**src/rtl/nukv_privacy_pkg.sv**
```systemverilog
// Shared definitions for the privacy pipeline output stage: word geometry,
// status word layout, length-to-word conversion and framer states.
package nukv_privacy_pkg;

  localparam int PKG_MEMORY_WIDTH = 512;
  localparam int WORD_BYTES       = PKG_MEMORY_WIDTH / 8;
  localparam int LEN_W            = 16;

  localparam int ST_LONG  = 31;
  localparam int ST_SHORT = 30;
  localparam int ST_CNT_W = 16;

  typedef enum logic [1:0] {
    HEAD = 2'd0,
    BODY = 2'd1,
    DROP = 2'd2
  } state_t;

  // A zero-length value still occupies one word on the bus.
  function automatic logic [ST_CNT_W-1:0] len_to_words(input logic [LEN_W-1:0] len);
    logic [LEN_W:0] words;
    words = ({1'b0, len} + (LEN_W+1)'(WORD_BYTES - 1)) / (LEN_W+1)'(WORD_BYTES);
    if (words == '0) words = (LEN_W+1)'(1);
    return ST_CNT_W'(words);
  endfunction

endpackage

```
**src/rtl/nukv_privacy_output_framer.sv**
```systemverilog
// Re-frames privacy pipeline output values against their length field,
// emits one status word per frame and keeps frame/error statistics.
module nukv_privacy_output_framer
  import nukv_privacy_pkg::*;
#(
  parameter int MEMORY_WIDTH        = 512,
  parameter int VALUE_SIZE_BYTES_NO = 2,
  parameter int STAT_WIDTH          = 32
) (
  input  logic                    clk,
  input  logic                    rst,
  input  logic [MEMORY_WIDTH-1:0] input_data,
  input  logic                    input_valid,
  input  logic                    input_last,
  output logic                    input_ready,
  output logic [MEMORY_WIDTH-1:0] output_data,
  output logic                    output_valid,
  output logic                    output_last,
  input  logic                    output_ready,
  output logic [31:0]             status_data,
  output logic                    status_valid,
  input  logic                    status_ready,
  output logic [STAT_WIDTH-1:0]   stat_frames,
  output logic [STAT_WIDTH-1:0]   stat_errors
);

  state_t                         r_state;
  logic [ST_CNT_W-1:0]            r_exp;
  logic [ST_CNT_W-1:0]            r_rcv;
  logic                           r_status_valid;
  logic [31:0]                    r_status_data;
  logic [STAT_WIDTH-1:0]          r_stat_frames;
  logic [STAT_WIDTH-1:0]          r_stat_errors;

  logic [8*VALUE_SIZE_BYTES_NO-1:0] w_len;
  logic [ST_CNT_W-1:0]            w_exp_new;
  logic [ST_CNT_W-1:0]            w_rcv_inc;
  logic [ST_CNT_W-1:0]            w_cnt;
  logic                           w_slot_free;
  logic                           w_ready;
  logic                           w_ovalid;
  logic                           w_olast;
  logic                           w_acc;
  logic                           w_finish;
  logic                           w_short;
  logic                           w_long;
  state_t                         w_next_state;

  assign w_len       = input_data[8*VALUE_SIZE_BYTES_NO-1:0];
  assign w_exp_new   = len_to_words(w_len);
  assign w_slot_free = !r_status_valid || status_ready;
  assign w_rcv_inc   = (r_rcv == '1) ? r_rcv : r_rcv + 1'b1;
  assign w_acc       = input_valid && w_ready;

  always_comb begin
    w_ready      = 1'b0;
    w_ovalid     = 1'b0;
    w_olast      = 1'b0;
    w_finish     = 1'b0;
    w_short      = 1'b0;
    w_long       = 1'b0;
    w_cnt        = w_rcv_inc;
    w_next_state = r_state;
    case (r_state)
      HEAD: begin
        // The first word is held off while an unconsumed status word is pending.
        w_ready  = output_ready && w_slot_free;
        w_ovalid = input_valid && w_slot_free;
        w_olast  = input_last || (w_exp_new == ST_CNT_W'(1));
        w_cnt    = ST_CNT_W'(1);
        if (input_valid && w_ready) begin
          if (input_last) begin
            w_finish = 1'b1;
            w_short  = (w_exp_new != ST_CNT_W'(1));
          end else if (w_exp_new == ST_CNT_W'(1)) begin
            w_next_state = DROP;
          end else begin
            w_next_state = BODY;
          end
        end
      end
      BODY: begin
        w_ready  = output_ready;
        w_ovalid = input_valid;
        w_olast  = input_last || (w_rcv_inc == r_exp);
        if (input_valid && w_ready) begin
          if (input_last) begin
            w_finish     = 1'b1;
            w_short      = (w_rcv_inc < r_exp);
            w_next_state = HEAD;
          end else if (w_rcv_inc == r_exp) begin
            w_next_state = DROP;
          end
        end
      end
      DROP: begin
        w_ready = 1'b1;
        if (input_valid && input_last) begin
          w_finish     = 1'b1;
          w_long       = 1'b1;
          w_next_state = HEAD;
        end
      end
      default: w_next_state = HEAD;
    endcase
  end

  always_ff @(posedge clk) begin
    if (rst) begin
      r_state        <= HEAD;
      r_exp          <= '0;
      r_rcv          <= '0;
      r_status_valid <= 1'b0;
      r_status_data  <= '0;
      r_stat_frames  <= '0;
      r_stat_errors  <= '0;
    end else begin
      r_state <= w_next_state;
      if (w_acc) begin
        if (r_state == HEAD) begin
          r_exp <= w_exp_new;
          r_rcv <= ST_CNT_W'(1);
        end else begin
          r_rcv <= w_rcv_inc;
        end
      end
      // A finish in the same cycle as a status handshake replaces the old word.
      if (w_finish) begin
        r_status_data  <= {w_long, w_short, 14'b0, w_cnt};
        r_status_valid <= 1'b1;
        r_stat_frames  <= r_stat_frames + 1'b1;
        if (w_short || w_long) r_stat_errors <= r_stat_errors + 1'b1;
      end else if (status_ready) begin
        r_status_valid <= 1'b0;
      end
    end
  end

  assign input_ready  = w_ready;
  assign output_data  = input_data;
  assign output_valid = w_ovalid;
  assign output_last  = w_olast && w_ovalid;
  assign status_data  = r_status_data;
  assign status_valid = r_status_valid;
  assign stat_frames  = r_stat_frames;
  assign stat_errors  = r_stat_errors;

endmodule

```
**config.mk**
```make
export PLATFORM = sky130hd
export DESIGN_NAME = nukv_privacy_output_framer
export DESIGN_NICKNAME = d
export VERILOG_FILES = /design/src/rtl/nukv_privacy_pkg.sv /design/src/rtl/nukv_privacy_output_framer.sv
export SDC_FILE = /design/constraint.sdc
export NUM_CORES = 1
export LEC_CHECK = 0
export BUFFER_PORTS_ARGS = -buffer_cell sky130_fd_sc_hd__buf_2
export CORE_AREA = 8 8 429 431
export DETAILED_ROUTE_END_ITERATION = 16
export DIE_AREA = 0 0 437 439
export SLEW_MARGIN = 25
export SYNTH_ARGS = -nofsm -noshare
export SYNTH_HDL_FRONTEND = slang
export SYNTH_SLANG_ARGS = --single-unit
```
**constraint.sdc**
```tcl
create_clock -name clk -period 5.72 [get_ports clk]
set_input_delay 0.572 -clock clk [delete_from_list [all_inputs] [get_ports clk]]
set_output_delay 0.572 -clock clk [all_outputs]
set_load 0.01 [all_outputs]
```
==> summary.txt, run 1 <==
Outcome
  – Outcome: complete, no violations

Clock network
  – Clk buf depth: 2
  – Worst-Skew Late Latency: 0.44 ns
  – Cts hold-fix bufs: 0
  – Worst-path clk slew: 0.11 ns
  – TritonCTS clock tree: built
  – Root buf cell: clkbuf_16
  – Number of gates resized after CTS: 0
  – Post CTS Setup Buffer Count: 0
  – H-tree levels: 3
  – Clock sinks: 112
  – Total CTS buffers: 9

STA
  – Final setup margin: 0.8682 ns
  – Tmin final: 4.852 ns
  – FMAX: 206.1 MHz
  – Final period util: 84.82%
  – Slew headroom: 32.01%
  – Layout Skew: 0.05004 ns
  – RSZ-0062 raised after global routing: false
  – # setup viols final: 0
  – TNS Setup: 0 ns
  – Worst Tran Pin Value: 1.015 ns
  – Fin. max-slew vios: 0
  – Final hold violations: 0

Synthesis
  – Mapped cell area: 0.009578 sq mm
  – Synth Instances: 1231
  – Asr flop ratio synth: 0%
  – Seq/Total Area, Yosys: 23.41%
  – Average instance area after synthesis: 7.781 sq um
  – Synth warnings: 0
  – Register bit total from synthesis: 112
  – Number of synthesized flops with an enable pin: 0
  – Main flop type after synthesis: dfxtp_1
  – Count of cell types in the netlist: 48

Placed design
  – Post-DP HPWL: 56.64 mm
  – Gpl congestion: 0.7506
  – DP Worst Slack: 0.9446 ns
  – PortBufs: 123

Floorplan
  – Total die area: 0.1918 sq mm
  – Row count: 155
  – DIE WIDTH: 437 um
  – Core Region: 0.1773 sq mm
  – I/O pins: 1130
  – Starting Density: 5.403%
  – Die Y: 439 um

Power
  – Pint: 1.150 mW
  – Gate power share: 7.5%
  – Sequential Power Share: 46.6%
  – Static leakage power: 2.660 nW
  – Psw: 0.5577 mW
  – Sw frac: 32.65%
  – Clock power share: 45.9%
  – Power Dens Cells: 180.1 mW/mm^2
  – Max VDD drop: 152.8 uV
  – Total power: 1.708 mW

Route
  – Final WL: 65.24 mm
  – DRT Pass-1 Iters: 5
  – Routed WL per cell: 20.48 um
  – Initial DRC Count: 308
  – Via density per instance: 2.023
  – Final ANT Viol Nets: 0
  – Via count: 6443
  – Post-route DRC: 0

Cells and area
  – Area added between synthesis and finish: -1.019%
  – Nets@finish: 1356
  – Layout cells sized above 1: 19.18%
  – Number of filler cells placed in the layout: 21110

Setup path
  – Crit path to: stat_errors[30]$_SDFFE_PP0P_
  – Crit Reg-Reg Startpoint: r_rcv[0]$_SDFFE_PP0P_
  – CP Max Fanout: 12
  – R2R depth: 16
  – Largest stage delay, worst path: 0.60 ns
  – Critical Path Sink Type: flip-flop
  – Buf/Inv on CP: 0
  – Cell family with most CP delay: compound AO/OA/AOI/OAI gates
  – Setup CP Type: reg -> reg
  – Critical Path Start: r_rcv[0]$_SDFFE_PP0P_
  – WP depth: 16
  – Worst reg-to-reg setup slack: 0.87 ns
  – Crit path DAT: 5.18 ns
  – Crit path cell chain: ha_1, and2_1, nand3_1, o21ai_0, nor2_1, and3_1, xor2_1, ha_1, a21o_1, a2111oi_0, o21ai_0, nor2_1, a31oi_4, a2111o_1, or3_1, a21oi_1
  – Slowest cell on the critical path: a2111o_1
  – Setup crit start kind: flip-flop
  – R2r endpoint: stat_errors[30]$_SDFFE_PP0P_
  – CP Data Required Time: 6.04 ns

Global route
  – Vias in the first global route: 6325
  – Largest net degree at the start of global routing: 68
  – GRT Util Overall: 6.352%
  – First-pass GRT wire length: 77.66 mm
  – Antenna violations before repair: 6
  – Grt total ovfl: 0

Worst hold path
  – Worst hold path type: reg -> reg

Run
  – Max-cap violations: 0
[placed cells by master (no fill, tap or decap), drive strengths merged, types with 10 or more instances in the layout]
cell type  instances
and2              15
o21ai             11
xor2              31
and3              10
buf              129
nand3             36
nand2             80
inv               34
a21oi             50
nor2             111
nor3              13
or3               10
dfxtp            112
ha                14
a211oi            18
xnor2             40
conb              14
nand4             23
[registers in the layout (all words and copies together) (netlist names)]
signal        flops
stat_errors      32
stat_frames      32
status_data      18
r_rcv            16
r_exp            11
r_state           2
status_valid      1
[Yosys cell counts, types with 2 or more instances]
library cell    n  area share (%)
or2_2           3            0.20
buf_4         528              41
ha_1           14             1.8
dfxtp_1       112              23
a211oi_1       18             1.4
nor2b_1         3            0.20
o21ai_0        11            0.57
nand2b_1        3            0.20
buf_2           6            0.31
a31o_2          2            0.18
a22oi_1         9            0.71
and3_1         10            0.65
or3_1          10            0.65
o211ai_1        2            0.16
nor3b_1         3            0.24
nor3_1         13            0.68
a21o_1          2            0.16
nor4_1          3            0.20
nand3_1        36             1.9
a21oi_1        50             2.6
xor2_1         31             2.8
xnor2_1        40             3.7
a31oi_1         2            0.13
nand4_1        22             1.4
nor2_1        111             4.4
clkbuf_1       26             1.0
o21a_1          5            0.39
a2111oi_0       7            0.64
and2_1         15            0.98
nand2_1        80             3.1
and4_1          8            0.73
inv_1          28             1.1
mux2i_1         3            0.31
[per-layer routing]
| metal | track usage, % | share of wire (%) |
|---|---|---|
| met2 | 8.300 | 38 |
| met4 | 2.957 | 4.8 |
| met5 | 1.537 | 0.56 |
| met1 | 5.168 | 28 |
| met3 | 8.548 | 28 |
[power groups by stage]
stage	clock, mW	sequential [mW]	combinational [mW]
final	0.784	0.795	0.128
after global routing	0.852	0.797	0.145
after CTS	0.835	0.795	0.135
after detailed placement	0	0.813	0.135
after global placement	0	0.813	0.134
after floorplan	0	0.811	0.441
[cells by family (layout without fill, tap and decap cells)]
kind of cell	count (synthesis)	count (layout)	share of synthesized area (%)
DFF	112	112	23.41
muxes	5	5	0.5748
AOI/OAI and AO/OA	116	116	7.955
xor gates and xnor gates	71	71	6.493
buffers and inverters	588	173	43.81
other	1	15	0.03915
and+or+nand+nor	324	324	15.89
adders and majority gates	14	14	1.829
[cell type report]
cell class	count	area, sq um	area share (%)
timing repair buffer	129	663.1	6.995
antenna	1	2.502	0.02640
clock buffer	9	225.2	2.376
sequential	112	2242	23.65
tap	2355	2947	31.08
multi-input combinational	544	3202	33.77
clock inverter	7	93.84	0.9898
inverter	28	105.1	1.109
[through the flow]
stage                     std cells  utilization [%]  hold WS [ns]  area [sq um]
after floorplan                1244                -        0.4319          9627
after global placement         3168            5.163        0.4419          9153
after detailed placement       3168            5.163        0.4477          9153
after CTS                      3184            5.343        0.4641          9472
after global routing           3184            5.347        0.4817          9478
final                          3185            5.348        0.4587          9480
[tightest hold or removal path, delay by kind of cell (launching register included)]
family          cells  cell delay [ns]
compound gates      1             0.05
simple gates        1             0.05
flops               1             0.32
[worst min-delay path by stage]
stage	from	to	slack, ns	cells past startpoint
2_1_floorplan	r_exp[10]$_SDFFE_PP0P_	r_exp[10]$_SDFFE_PP0P_	0.43	2
3_3_place_gp	status_data[1]$_SDFFE_PP0P_	status_data[1]$_SDFFE_PP0P_	0.44	2
3_5_place_dp	status_data[6]$_SDFFE_PP0P_	status_data[6]$_SDFFE_PP0P_	0.45	2
4_1_cts	status_data[11]$_SDFFE_PP0P_	status_data[11]$_SDFFE_PP0P_	0.46	2
5_1_grt	status_data[2]$_SDFFE_PP0P_	status_data[2]$_SDFFE_PP0P_	0.48	2
6_report	status_data[11]$_SDFFE_PP0P_	status_data[11]$_SDFFE_PP0P_	0.46	2
(Power assumes the default switching activity.)
==> run 2: changes to the inputs <==
clock period = 5 ns   (was 5.72 ns; I/O delays follow)
==> summary.txt, run 2 (same netlist as run 1, synthesis figures left out) <==
Floorplan
  – Total die area: 0.1918 sq mm (unchanged)
  – Row count: 155 (unchanged)
  – Core Region: 0.1773 sq mm (unchanged)
  – Starting Density: 5.403% (unchanged)
  – DIE WIDTH: 437 um (unchanged)
  – I/O pins: 1130 (unchanged)
  – Die Y: 439 um (unchanged)

Clock network
  – Worst-Skew Late Latency: 0.43 ns (about the same)
  – TritonCTS clock tree: built
  – Clk buf depth: 2 (unchanged)
  – Cts hold-fix bufs: 0 (unchanged)
  – Number of gates resized after CTS: 0 (unchanged)
  – Worst-path clk slew: 0.11 ns (about the same)
  – Total CTS buffers: 9 (unchanged)
  – H-tree levels: 3 (unchanged)
  – Clock sinks: 112 (unchanged)
  – Post CTS Setup Buffer Count: 0 (unchanged)
  – Root buf cell: clkbuf_16

Route
  – Final WL: 64.65 mm (-0.90%)
  – Final ANT Viol Nets: 0 (unchanged)
  – Via density per instance: 2.038 (+0.73%)
  – Initial DRC Count: 453 (+47%)
  – Routed WL per cell: 20.30 um (-0.90%)
  – DRT Pass-1 Iters: 4 (-1)
  – Post-route DRC: 0 (unchanged)
  – Via count: 6490 (+0.73%)

Power
  – Max VDD drop: 159.2 uV (+4.2%)
  – Power Dens Cells: 204.1 mW/mm^2 (+13%)
  – Total power: 1.935 mW (+13%)
  – Static leakage power: 2.668 nW (+0.28%)

Worst hold path
  – Hold Path Depth: 4 (+2)
  – Worst hold path type: in -> reg
  – Hold wc startpoint: status_ready
  – Hold EP: status_valid$_SDFFE_PP0P_

STA
  – # setup viols final: 0 (unchanged)
  – Tmin final: 4.694 ns (-0.1578 ns)
  – Slew headroom: 39.67% (+7.7 points)
  – RSZ-0062 raised after global routing: false
  – Worst Tran Pin Value: 0.9050 ns (-0.1102 ns)
  – FMAX: 213.0 MHz (+3.4%)
  – TNS Setup: 0 ns (unchanged)
  – Final hold violations: 0 (unchanged)
  – Final period util: 93.88% (+9.1 points)
  – Layout Skew: 0.03708 ns (-0.01296 ns)
  – Final setup margin: 0.3060 ns (-0.5622 ns)
  – Fin. max-slew vios: 0 (unchanged)

Run
  – Max-cap violations: 0 (unchanged)

Placed design
  – PortBufs: 123 (unchanged)
  – Placed Cells: 3169 (+0.032%)
  – DP Worst Slack: 0.4930 ns (-0.4516 ns)
  – Post-DP HPWL: 56.23 mm (-0.73%)
  – Gpl congestion: 0.7697 (+2.5%)

Cells and area
  – Layout cells sized above 1: 19.16% (-0.023 points)
  – Most frequent cells in the layout: buf_2, dfxtp_1, nor2_1, nand2_1, a21oi_1
  – Inserted Diodes: 0 (-1)
  – Nets@finish: 1357 (+0.074%)
  – Reg area: 0.002242 sq mm (unchanged)
  – Area added between synthesis and finish: -1.058% (about the same)
  – Layout Utilization: 5.346% (about the same)
  – Number of filler cells placed in the layout: 21101 (-0.043%)
  – Finished Layout Cells: 3185 (unchanged)
  – Multi-input gate area: 0.003193 sq mm (-0.27%)
  – Commonest non-fill, non-tap cell in the layout: buf_2

Setup path
  – Critical Path Sink Type: flip-flop
  – Crit path DAT: 5.02 ns (-0.16 ns)
  – R2r endpoint: stat_errors[30]$_SDFFE_PP0P_
  – R2R depth: 16 (unchanged)
  – Crit path cell chain: ha_1, and2_1, nand3_1, o21ai_0, nor2_1, and3_1, xor2_1, ha_1, a21o_1, a2111oi_0, o21ai_0, nor2_1, a31oi_4, a2111o_1, or3_1, a21oi_1
  – Setup CP Type: reg -> reg
  – CP Max Fanout: 12 (unchanged)
  – Crit Reg-Reg Startpoint: r_rcv[0]$_SDFFE_PP0P_
  – Largest stage delay, worst path: 0.61 ns (about the same)
  – CP Data Required Time: 5.33 ns (-0.71 ns)
  – Worst reg-to-reg setup slack: 0.31 ns (-0.56 ns)
  – Setup crit start kind: flip-flop
  – Slowest cell on the critical path: a2111o_1

Outcome
  – Outcome: complete, no violations

Global route
  – First-pass GRT wire length: 77.15 mm (-0.66%)
  – Largest net degree at the start of global routing: 82 (+21%)
  – GRT Util Overall: 6.310% (-0.042 points)
  – Vias in the first global route: 6235 (-1.4%)
  – Grt total ovfl: 0 (unchanged)
  – Antenna violations before repair: 6 (unchanged)
run 2: power breakdown:
part           leakage, nW  total, mW  switching, mW  internal, mW
clock network        0.155      0.880          0.507         0.373
logic                 1.61      0.145          0.103        0.0415
registers            0.904      0.909        0.00844         0.901
run 2: worst max-delay path by stage:
| stage | to | slack (ns) | cells after the start | from |
|---|---|---|---|---|
| floorplan | stat_errors[30]$_SDFFE_PP0P_ | 0.88 | 18 | r_rcv[0]$_SDFFE_PP0P_ |
| global placement | stat_errors[28]$_SDFFE_PP0P_ | 0.59 | 16 | r_rcv[0]$_SDFFE_PP0P_ |
| detailed placement | stat_errors[30]$_SDFFE_PP0P_ | 0.49 | 16 | r_rcv[0]$_SDFFE_PP0P_ |
| CTS | stat_errors[30]$_SDFFE_PP0P_ | 0.42 | 16 | r_rcv[0]$_SDFFE_PP0P_ |
| global route | stat_errors[30]$_SDFFE_PP0P_ | 0.03 | 16 | r_rcv[0]$_SDFFE_PP0P_ |
| finish | stat_errors[30]$_SDFFE_PP0P_ | 0.31 | 16 | r_rcv[0]$_SDFFE_PP0P_ |
run 2: per-layer routing:
| layer | track usage (%) | vias up | share of wire (%) |
|---|---|---|---|
| met5 | 1.385 | - | 0.45 |
| met4 | 3.009 | 8 | 5.0 |
| met3 | 8.876 | 183 | 29 |
| met2 | 8.133 | 805 | 38 |
| met1 | 4.976 | 2842 | 28 |
| li1 | - | 2652 | - |
run 2: stage by stage:
step | hold slack (ns) | area [sq um]
after floorplan | 0.4319 | 9627
after global placement | 0.4432 | 9158
after detailed placement | 0.4461 | 9158
after CTS | 0.3713 | 9477
after global routing | 0.4504 | 9477
final | 0.4106 | 9477
run 2: cell type report:
type | instances | share of cell area, %
multi-input combinational | 544 | 33.69
tap | 2355 | 31.09
sequential | 112 | 23.66
timing repair buffer | 130 | 7.077
clock buffer | 9 | 2.377
inverter | 28 | 1.109
clock inverter | 7 | 0.9902
run 2: worst max-delay path: cells and delay by family, from the launching register on:
family	cells	cell delay, ns
AO/OA/AOI/OAI	7	1.96
AND/OR/NAND/NOR	6	1.45
adder cells (fa/ha/maj)	2	0.49
flip-flops	1	0.45
XOR/XNOR	1	0.24
